`src/rtl/booth_pkg.sv`:
```
// Shared definitions for the radix-2 Booth multiplier datapath.
package booth_pkg;

  localparam int unsigned WIDTH_DEFAULT = 16;
  localparam int unsigned AW            = WIDTH_DEFAULT + 1;

  // Booth recoding of {Q[0], Q_-1}
  typedef enum logic [1:0] {
    BOOTH_NOP  = 2'b00,
    BOOTH_ADD  = 2'b01,
    BOOTH_SUB  = 2'b10,
    BOOTH_NOP2 = 2'b11
  } booth_op_t;

endpackage

```
`src/rtl/booth_addsub.sv`:
```
// Combinational accumulator update: A+M, A-M or A, modulo 2^AW.
module booth_addsub
  import booth_pkg::*;
#(
  parameter int unsigned AW = 17
) (
  input  logic [AW-1:0] a,
  input  logic [AW-1:0] m,
  input  booth_op_t     op,
  output logic [AW-1:0] a_next
);

  // Select the accumulator update from the Booth recoding
  always_comb begin
    a_next = a;
    case (op)
      BOOTH_ADD: a_next = a + m;
      BOOTH_SUB: a_next = a - m;
      default:   a_next = a;
    endcase
  end

endmodule

```
`src/rtl/booth_datapath.sv`:
```
// Register/arithmetic datapath of the sequential signed radix-2 Booth multiplier.
// Consumes Init/LoadA/Shift/End strobes from the controller.
module booth_datapath
  import booth_pkg::*;
#(
  parameter int unsigned width = WIDTH_DEFAULT
) (
  input  logic               CLK,
  input  logic               Reset,
  input  logic               Init,
  input  logic               LoadA,
  input  logic               Shift,
  input  logic               End,
  input  logic [width-1:0]   Multiplicand,
  input  logic [width-1:0]   Multiplier,
  output logic [2*width-1:0] Product,
  output logic               ProductValid,
  output logic               Busy,
  output logic               ProtoErr
);

  // One guard bit so that M = -2^(width-1) never overflows the accumulator
  localparam int unsigned acc_w = width + 1;

  logic [acc_w-1:0] m_reg;
  logic [acc_w-1:0] a_reg;
  logic [width-1:0] q_reg;
  logic             q_m1;
  logic [acc_w-1:0] a_next;
  booth_op_t        op;

  assign op = booth_op_t'({q_reg[0], q_m1});

  booth_addsub #(.AW(acc_w)) u_addsub (
    .a      (a_reg),
    .m      (m_reg),
    .op     (op),
    .a_next (a_next)
  );

  // Operand/accumulator registers, capture and protocol-error tracking
  always_ff @(posedge CLK) begin
    if (Reset) begin
      m_reg        <= '0;
      a_reg        <= '0;
      q_reg        <= '0;
      q_m1         <= 1'b0;
      Product      <= '0;
      ProductValid <= 1'b0;
      Busy         <= 1'b0;
      ProtoErr     <= 1'b0;
    end else if (Init) begin
      m_reg        <= {Multiplicand[width-1], Multiplicand};
      a_reg        <= '0;
      q_reg        <= Multiplier;
      q_m1         <= 1'b0;
      Busy         <= 1'b1;
      ProductValid <= 1'b0;
      ProtoErr     <= 1'b0;
    end else begin
      // LoadA outranks Shift; both are ignored while idle
      if (Busy && LoadA) begin
        a_reg <= a_next;
      end else if (Busy && Shift) begin
        a_reg <= {a_reg[acc_w-1], a_reg[acc_w-1:1]};
        q_reg <= {a_reg[0], q_reg[width-1:1]};
        q_m1  <= q_reg[0];
      end
      if ((!Busy && (LoadA || Shift)) || (LoadA && Shift)) begin
        ProtoErr <= 1'b1;
      end
      // Busy drops on capture, so a held End cannot capture twice
      if (Busy && End) begin
        Product      <= {a_reg[width-1:0], q_reg};
        ProductValid <= 1'b1;
        Busy         <= 1'b0;
      end
    end
  end

endmodule

```
`config.mk`:
```
export PLATFORM = sky130hd
export DESIGN_NAME = booth_datapath
export DESIGN_NICKNAME = d
export VERILOG_FILES = /design/src/rtl/booth_pkg.sv /design/src/rtl/booth_addsub.sv /design/src/rtl/booth_datapath.sv
export SDC_FILE = /design/constraint.sdc
export NUM_CORES = 1
export LEC_CHECK = 0
export CORE_MARGIN = 3
export CORE_UTILIZATION = 49
export CTS_CLUSTER_SIZE = 30
export DETAILED_ROUTE_END_ITERATION = 16
export PLACE_DENSITY = 0.84
export SLEW_MARGIN = 20
export SYNTH_ARGS = -nofsm -noshare
export SYNTH_HDL_FRONTEND = slang
export SYNTH_HIERARCHICAL = 1
export SYNTH_SLANG_ARGS = --single-unit
```
`constraint.sdc`:
```
create_clock -name CLK -period 3.9 [get_ports CLK]
set_input_delay 1.17 -clock CLK [delete_from_list [all_inputs] [get_ports CLK]]
set_output_delay 1.17 -clock CLK [all_outputs]
set_load 0.01 [all_outputs]
```
==> results of run 1 <==
[cell usage after synthesis, types with 4 or more instances]
cell type | instances | area (µm²)
dfxtp_1 | 85 | 1702
or3_1 | 4 | 25.02
buf_2 | 16 | 80.08
nor3_1 | 7 | 35.03
a22o_1 | 15 | 131.4
a21oi_2 | 9 | 78.83
a221oi_2 | 9 | 135.1
ha_1 | 18 | 225.2
nor2_1 | 56 | 210.2
clkbuf_1 | 15 | 56.30
inv_1 | 43 | 161.4
xnor2_1 | 21 | 183.9
mux2i_1 | 22 | 220.2
a21o_1 | 4 | 30.03
nand2_1 | 100 | 375.4
a21oi_1 | 72 | 360.4
a221oi_1 | 8 | 70.07
o21a_1 | 5 | 37.54
o21ai_0 | 34 | 170.2
a211oi_1 | 5 | 37.54
[how the worst max path moves through the flow]
stage,from,endpoint,cells after the start
after global placement,m_reg[0],a_reg[16],15
after global routing,m_reg[0],a_reg[16],15
after CTS,m_reg[0],a_reg[16],15
after detailed placement,m_reg[0],a_reg[16],15
after floorplan,m_reg[0],a_reg[16],15
final,m_reg[0],a_reg[16],15
[report_power, final]
part | internal (µW) | switching (µW)
logic | 226 | 265
clock network | 312 | 367
registers | 900 | 37.3
[cell type report]
type | instances | share of cell area [%]
Multi-Input combinational cell | 444 | 47.88
Inverter | 43 | 2.759
Timing Repair Buffer | 85 | 13.82
Clock buffer | 9 | 2.117
Sequential cell | 85 | 29.08
Clock inverter | 7 | 1.583
Tap cell | 129 | 2.759
[critical path, cell delays in order (launching register included)]
cell	delay, ns
dfxtp_1	0.36
inv_1	0.08
ha_1	0.18
or4b_4	0.51
nor4_2	0.21
nor2_1	0.09
xnor2_1	0.20
ha_1	0.32
o21ai_0	0.20
nor2_1	0.09
o41ai_2	0.30
a211oi_2	0.17
or4b_1	0.54
nand4_1	0.11
mux2i_1	0.07
nor3_1	0.13
[what timing repair did]
item	in CTS	in global routing
endpoints found under the hold margin	0	0
resized for setup	0	4
setup endpoints to repair	0	4
[logic make-up (layout without fill, tap and decap cells)]
| group | Yosys count | in the layout | share of synthesized area [%] |
|---|---|---|---|
| buffers and inverters | 82 | 144 | 7.710 |
| DFF | 85 | 85 | 35.07 |
| adders and majority gates | 20 | 20 | 5.261 |
| muxes | 24 | 24 | 5.003 |
| xor gates and xnor gates | 22 | 22 | 3.971 |
| and+or+nand+nor | 195 | 195 | 17.72 |
| AOI/OAI and AO/OA | 183 | 183 | 25.27 |
[per-stage QoR]
stage          cells  setup slack (ns)  hold WS (ns)
2_1_floorplan    611            0.3068        0.4455
3_3_place_gp     786            0.2859        0.4410
3_5_place_dp     786            0.1695        0.4456
4_1_cts          802            0.1229        0.4605
5_1_grt          802            0.1133        0.4784
6_report         802            0.2864        0.4585
[routing by layer]
layer | vias up | routed length (µm) | GRT usage [%] | part of all wire, %
met3 | 17 | 670 | 3.491 | 5.7
met1 | 2068 | 5421 | 28.36 | 46
li1 | 2229 | - | - | -
met2 | 143 | 5570 | 34.79 | 47
met4 | 0 | 173 | 6.938 | 1.5
met5 | - | 0 | 0 | 0
==> impl_metrics.json, run 1 <==
{
  "status": "complete, no violations",
  "gpl.final_weighted_congestion": 0.9188,
  "clk_path_buf_depth": 2,
  "drc_errors": 0,
  "drive_gt1_share_pct": 9.658,
  "worstHoldStart": "Product[15]",
  "power.density_mw_per_mm2": 360.0,
  "portBuffers": 72,
  "reg2reg_from": "m_reg[0]",
  "htree_levels": 3,
  "final_util_pct": 62.14,
  "grt_overflow": 0,
  "max_slew.worst_pin.slew_ns": 0.8841,
  "ys.flop_type": "dfxtp_1",
  "design_area_mm2": 0.005851,
  "slew_violations": 0,
  "clk_latency_ns": 0.37,
  "die_h_um": 105.5,
  "die_w_um": 105.5,
  "post_cts_buffers": 0,
  "vias_per_cell": 5.557,
  "drtIter0Drc": 300,
  "cts_tree": "done",
  "yosys_warnings": 6,
  "syn-num-nets": 668,
  "track_usage_pct": 21.18,
  "syn_area_mm2": 0.004852,
  "multiInputGateArea_mm2": 0.002801,
  "antenna_cells": 0,
  "syn_inst": 611,
  "setup_viol": 0,
  "skew_ns": 0.01593,
  "vdd_drop_max_v": 0.0001761,
  "fin_setup_tns_ns": 0,
  "slew-limit-headroom_pct": 41.06,
  "synthToLayoutAreaGrowth_pct": 20.58,
  "rows": 35,
  "r2r_cells": 15,
  "ioPinCount": 73,
  "cellLeakagePower_uw": 0.002280,
  "first_pass_iters": 5,
  "hold_violations": 0,
  "fin_crit_ns": 3.614,
  "r2r-end": "a_reg[16]",
  "hp-class": "reg -> reg",
  "critPathKind": "reg -> reg",
  "synth-seq-cells": 85,
  "fin_crit_sh_pct": 92.66,
  "ant_nets": 0,
  "r2r_slack_ns": 0.29,
  "num_vias": 4457,
  "antenna_found_initial": 0,
  "wl_per_cell_um": 14.76,
  "final_cell_mix": "100 x nand2_1, 85 x dfxtp_1, 72 x a21oi_1",
  "synth_area_per_cell_um2": 7.941,
  "cts_buffers": 9,
  "root_buffer": "clkbuf_8",
  "hold_path_end": "Product[15]",
  "synth-edff-count": 0,
  "cts.sinks": 85,
  "p_total_uw": 2106,
  "fill_cells": 839,
  "max_cap_viol_count": 0,
  "crit_fanout": 5,
  "start_util_pct": 51.53,
  "clkTransAtPathRegs_ns": 0.10,
  "drt-total-wl_mm": 11.84,
  "final_nets": 725,
  "largest_reg_flops": 32,
  "end_kind": "flop",
  "async_flop_share_pct": 0,
  "grt_start_max_net_pins": 70,
  "grt_pass1_wl_mm": 19.53,
  "final_common_cell": "nand2_1",
  "ys_seq_area_share_pct": 35.07,
  "hpwl_mm": 8.466,
  "placed_area_mm2": 0.005609,
  "first_global_vias": 4150,
  "rsz0062_at_grt": "no",
  "required_ns": 4.20,
  "ys_types": 62,
  "die_area_mm2": 0.01113,
  "cts_hold_buf": 0,
  "fmax_mhz": 276.7,
  "ff_latch_area_mm2": 0.001702,
  "core-area_mm2": 0.009415,
  "worst_setup_path_start_kind": "flop",
  "crit_arrival_ns": 3.91,
  "holdPathStages": 2
}
Note: power is estimated with default switching activity, not from simulation.
==> inputs of run 2 (changes only) <==
--- a/config.mk
+++ b/config.mk
@@ -10,6 +10,7 @@
 export CTS_CLUSTER_SIZE = 30
 export DETAILED_ROUTE_END_ITERATION = 16
 export PLACE_DENSITY = 0.84
+export RECOVER_POWER = 25
 export SLEW_MARGIN = 20
 export SYNTH_ARGS = -nofsm -noshare
 export SYNTH_HDL_FRONTEND = slang
==> run 2 against run 1 <==
  * Largest cell class unchanged
  * Critical path type unchanged
  * Global-route usage stayed put
  * Power hardly changed
  * Clock power hardly changed
  * Flip-flop and latch count stayed put
  * Clock skew is 0.00072 ns lower
  * Critical path depth stayed put
  * Largest power group unchanged
==> impl_metrics.json, run 2 (synthesized netlist as in run 1, its figures left out) <==
{
  "slew_violations": 0,
  "gpl.final_weighted_congestion": 0.9188,
  "ff_latch_area_mm2": 0.001702,
  "grt_busiest_layer": "met2",
  "clkTransAtPathRegs_ns": 0.10,
  "max_slew.worst_pin.slew_ns": 1.350,
  "ant_nets": 0,
  "core-area_mm2": 0.009415,
  "hp-class": "reg -> reg",
  "multiInputGateArea_mm2": 0.002801,
  "crit_fanout": 5,
  "grt_overflow": 0,
  "r2r_slack_ns": 0.30,
  "status": "complete, no violations",
  "cts_buffers": 9,
  "drt-total-wl_mm": 11.81,
  "die_h_um": 105.5,
  "rows": 35,
  "holdPathStages": 2,
  "first_pass_iters": 5,
  "max_cap_viol_count": 0,
  "start_util_pct": 51.53,
  "grt_start_max_net_pins": 70,
  "cts_tree": "done",
  "grtUsageMet2_pct": 34.79,
  "critPathKind": "reg -> reg",
  "ioPinCount": 73,
  "fmax_mhz": 277.5,
  "largest_reg_flops": 32,
  "num_vias": 4471,
  "hold_path_end": "Product[15]",
  "wl_per_cell_um": 14.72,
  "antenna_found_initial": 0,
  "drive_gt1_share_pct": 9.361,
  "placed_area_mm2": 0.005609,
  "hold_slack_ns": 0.4588,
  "cts.sinks": 85,
  "synthToLayoutAreaGrowth_pct": 20.47,
  "design_area_mm2": 0.005846,
  "rsz0062_at_grt": "no",
  "clk_path_buf_depth": 2,
  "hpwl_mm": 8.466,
  "grt_pass1_wl_mm": 19.53,
  "die_area_mm2": 0.01113,
  "r2r-end": "a_reg[16]",
  "power.density_mw_per_mm2": 360.3,
  "htree_levels": 3,
  "portBuffers": 72,
  "r2r_cells": 15,
  "fin_crit_sh_pct": 92.38,
  "end_kind": "flop",
  "fin_setup_tns_ns": 0,
  "final_cell_mix": "100 x nand2_1, 85 x dfxtp_1, 72 x a21oi_1",
  "antenna_cells": 0,
  "crit_arrival_ns": 3.90,
  "die_w_um": 105.5,
  "final_util_pct": 62.09,
  "hold_violations": 0,
  "slew-limit-headroom_pct": 9.968,
  "worst_setup_path_start_kind": "flop",
  "clk_latency_ns": 0.37,
  "track_usage_pct": 21.18,
  "worstHoldStart": "Product[15]",
  "final_nets": 725,
  "root_buffer": "clkbuf_8",
  "grt_use_met3_pct": 3.491,
  "vias_per_cell": 5.575,
  "vdd_drop_max_v": 0.0001764,
  "required_ns": 4.20,
  "drc_errors": 0,
  "setup_viol": 0,
  "cellLeakagePower_uw": 0.002274,
  "reg2reg_from": "m_reg[0]",
  "drtIter0Drc": 290,
  "fill_cells": 841,
  "skew_ns": 0.01521,
  "grtUsageMet1_pct": 28.36,
  "final_common_cell": "nand2_1",
  "fin_crit_ns": 3.603,
  "first_global_vias": 4150
}
==> run 2: through the flow <==
stage          setup slack [ns]  power, µW  std cells
2_1_floorplan            0.3068       1303        611
3_3_place_gp             0.2859       1419        786
3_5_place_dp             0.1695       1432        786
4_1_cts                  0.1229       2118        802
5_1_grt                  0.1133       2209        802
6_report                 0.2970       2106        802
==> run 2: worst max path at each step <==
stage	startpoint	slack (ns)	cells after the start	end
finish	m_reg[0]	0.30	15	a_reg[16]
global route	m_reg[0]	0.11	15	a_reg[16]
CTS	m_reg[0]	0.12	15	a_reg[16]
detailed placement	m_reg[0]	0.17	15	a_reg[16]
global placement	m_reg[0]	0.29	15	a_reg[16]
floorplan	m_reg[0]	0.31	15	a_reg[16]
==> run 2: final cells by class <==
type,instances,area share (%)
Clock buffer,9,2.119
Clock inverter,7,1.584
Inverter,43,2.761
Multi-Input combinational cell,444,47.92
Sequential cell,85,29.11
Tap cell,129,2.761
Timing Repair Buffer,85,13.74
==> run 2: metal layers <==
layer  vias up  share of wire [%]  wire [µm]
met3        20                5.5        648
met5         -                  0          0
li1       2230                  -          -
met4         0                1.6        187
met2       149                 47       5550
met1      2072                 46       5422
==> run 2: critical path: stages (launching register included) <==
cell	delay, ns
dfxtp_1	0.36
inv_1	0.08
ha_1	0.18
or4b_4	0.51
nor4_2	0.21
nor2_1	0.09
xnor2_1	0.20
ha_1	0.32
o21ai_0	0.19
nor2_1	0.09
o41ai_2	0.30
a211oi_2	0.17
or4b_1	0.54
nand4_1	0.11
mux2i_1	0.07
nor3_1	0.13
==> run 2: repair_timing <==
item / in CTS / in global routing
gates resized for setup: 0 / 4
hold buffers: 0 / 0
setup endpoints to repair: 0 / 4
setup buffers: 0 / 0
==> run 2: report_power, final <==
group	total, µW	internal (µW)	leakage [µW]	switching (µW)
combinational	490	226	0.00148	264
sequential	937	900	0.000694	37.2
clock	679	312	0.000103	367
total	2110	1440	0.00227	668
==> inputs of run 3 (changes only) <==
--- a/config.mk
+++ b/config.mk
@@ -5,11 +5,13 @@
 export SDC_FILE = /design/constraint.sdc
 export NUM_CORES = 1
 export LEC_CHECK = 0
+export ABC_AREA = 1
+export CAP_MARGIN = 10
 export CORE_MARGIN = 3
-export CORE_UTILIZATION = 49
+export CORE_UTILIZATION = 50
 export CTS_CLUSTER_SIZE = 30
 export DETAILED_ROUTE_END_ITERATION = 16
-export PLACE_DENSITY = 0.84
+export PLACE_DENSITY = 0.85
 export RECOVER_POWER = 25
 export SLEW_MARGIN = 20
 export SYNTH_ARGS = -nofsm -noshare
==> run 3 against run 2 <==
  * Critical path depth grew 1
  * Hold slack gained 0.013 ns
  * Via count grew 11%
  * Highest routed layer unchanged
  * Count of clock-buffer cells in the layout grew 1
  * Largest cell class unchanged
==> impl_metrics.json, run 3 <==
{
  "synth.most_common_cell": "nand2_1",
  "crit_family": "simple AND/OR/NAND/NOR gates",
  "grt_start_max_net_pins": 40,
  "die_w_um": 106.1,
  "ys_top_cells_by_area": "dfxtp_1 34%, nand2_1 17%, nor2_1 9.4%",
  "crit_arrival_ns": 3.43,
  "die_area_mm2": 0.01126,
  "first_global_vias": 4614,
  "worstPathBufferInverterCount": 1,
  "max_slew.worst_pin.slew_ns": 1.038,
  "setup_viol": 0,
  "grt_pass1_wl_mm": 20.58,
  "power.density_mw_per_mm2": 338.3,
  "hp-class": "reg -> reg",
  "cts.sinks": 85,
  "drtIter0Drc": 328,
  "clk_path_buf_depth": 2,
  "fill_cells": 880,
  "track_usage_pct": 21.85,
  "ff_latch_area_mm2": 0.001702,
  "final_common_cell": "nand2_1",
  "fin_crit_sh_pct": 81.63,
  "hpwl_mm": 8.795,
  "rows": 35,
  "synth_area_per_cell_um2": 6.477,
  "critPathSlowestCell": "ha_1",
  "final_nets": 886,
  "p_total_uw": 2003,
  "fmax_mhz": 314.1,
  "slew-limit-headroom_pct": 30.75,
  "cts-resized-gates": 0,
  "vdd_drop_max_v": 0.0001981,
  "syn_area_mm2": 0.005014,
  "hold_violations": 0,
  "netlist.area_leader.share_pct": 33.94,
  "crit_fanout": 10,
  "vias_per_cell": 5.167,
  "syn-num-nets": 831,
  "core-area_mm2": 0.009503,
  "portBuffers": 72,
  "num_vias": 4976,
  "first_pass_iters": 5,
  "cts_hold_buf": 0,
  "async_flop_share_pct": 0,
  "multiInputGateArea_mm2": 0.002861,
  "worst_setup_path_start_kind": "flop",
  "required_ns": 4.15,
  "antenna_found_initial": 0,
  "final_cell_mix": "231 x nand2_1, 126 x nor2_1, 85 x dfxtp_1",
  "post_cts_buffers": 0,
  "syn_inst": 774,
  "max_cap_viol_count": 0,
  "yosysTopAreaCell": "dfxtp_1",
  "drt-total-wl_mm": 11.99,
  "end_kind": "flop",
  "skew_ns": 0.01028,
  "ioPinCount": 73,
  "start_util_pct": 52.76,
  "slew_violations": 0,
  "ys_top_cells_by_count": "231 x nand2_1, 125 x nor2_1, 85 x dfxtp_1",
  "crit_chain": "ha_1 -> clkinv_1 -> nand2_1 -> xor2_1 -> ha_1 -> a21oi_1 -> o21ai_0 -> nand2_1 -> nand3_1 -> or2_1 -> nand3_1 -> nand2_1 -> nand3_1 -> nand2_1 -> nand2_1 -> a21oi_2",
  "critPathKind": "reg -> reg",
  "fin_crit_ns": 3.184,
  "ys.flop_type": "dfxtp_1",
  "status": "complete, no violations",
  "drc_errors": 0,
  "ys_types": 39,
  "cts_buffers": 9,
  "cellLeakagePower_uw": 0.002786,
  "wl_per_cell_um": 12.45,
  "rsz0062_at_grt": "no",
  "cpMostUsedCell": "nand2_1",
  "yosys_warnings": 6,
  "clk_latency_ns": 0.36,
  "die_h_um": 106.1,
  "ant_nets": 0,
  "synth-edff-count": 0,
  "cts_tree": "done",
  "clkTransAtPathRegs_ns": 0.10,
  "htree_levels": 3,
  "r2r_slack_ns": 0.72,
  "gpl.final_weighted_congestion": 0.9557,
  "largest_reg_flops": 32,
  "max_stage_delay_ns": 0.43,
  "grt_overflow": 0,
  "antenna_cells": 0,
  "synthToLayoutAreaGrowth_pct": 18.09,
  "root_buffer": "clkbuf_8",
  "synth-seq-cells": 85,
  "fin_setup_tns_ns": 0,
  "drive_gt1_share_pct": 5.276,
  "ys_seq_area_share_pct": 33.94
}
==> run 3: cell types whose count changed after synthesis, moves of 6 or more <==
cell      previous run  this run
nand2_1            100       231
a21oi_1             72        58
a21oi_2              9         3
nand3_1              3        56
nor2_1              56       125
a221oi_2             9         0
mux2i_1             22         0
o21ai_0             34        53
a221oi_1             8         0
xnor2_1             21         4
a22o_1              15         0
inv_1               43        51
xor2_1               1        10
==> run 3: kinds of logic after synthesis <==
| logic type | Yosys count | synth area share [%] |
|---|---|---|
| and+or+nand+nor | 440 | 36.64 |
| DFF | 85 | 33.94 |
| AOI/OAI and AO/OA | 126 | 13.25 |
| adders and majority gates | 19 | 4.892 |
| xor gates and xnor gates | 14 | 2.446 |
| buffers and inverters | 90 | 8.834 |
==> run 3: worst paths after layout <==
path / from / endpoint / depth (start not counted)
worst max-delay path: q_reg[0] / a_reg[9] / 16
worst min-delay path: Product[10] / Product[10] / 2
worst max register to register: q_reg[0] / a_reg[9] / 16
worst min register to register: Product[10] / Product[10] / 2
==> run 3: where the power goes <==
group          internal [µW]  switching, µW  leakage [µW]
sequential               901           26.6      0.000694
clock                    324            354      0.000105
combinational            161            236       0.00199
total                   1390            616       0.00279
==> run 3: tightest hold or removal path, cell delays in order, from the launching register on <==
cell     delay [ns]
dfxtp_1        0.32
nand2_1        0.06
a21oi_1        0.05
==> run 3: layout make-up <==
type / instances / share of cell area (%)
multi-input combinational: 599 / 48.33
sequential: 85 / 28.74
timing repair buffer: 80 / 13.19
inverter: 54 / 3.423
tap: 129 / 2.726
clock buffer: 10 / 2.325
clock inverter: 6 / 1.268
==> run 3: per-layer routing <==
| layer | global-route usage, % | wire, µm | vias to the layer above |
|---|---|---|---|
| met3 | 3.764 | 653 | 19 |
| met5 | 0 | 0 | - |
| met4 | 8.233 | 208 | 0 |
| li1 | - | - | 2583 |
| met1 | 26.64 | 5248 | 2231 |
| met2 | 38.28 | 5883 | 143 |
==> run 3: stage by stage <==
stage | setup WS (ns) | instances | instance area [µm²] | hold WS (ns) | utilization [%]
6_report | 0.7165 | 963 | 5921 | 0.4718 | 62.30
3_5_place_dp | 0.7498 | 947 | 5715 | 0.4564 | 60.14
3_3_place_gp | 0.8108 | 947 | 5715 | 0.4556 | 60.14
5_1_grt | 0.3709 | 963 | 5921 | 0.4923 | 62.30
2_1_floorplan | 1.439 | 774 | 5014 | 0.4436 | -
4_1_cts | 0.7669 | 963 | 5928 | 0.4796 | 62.38
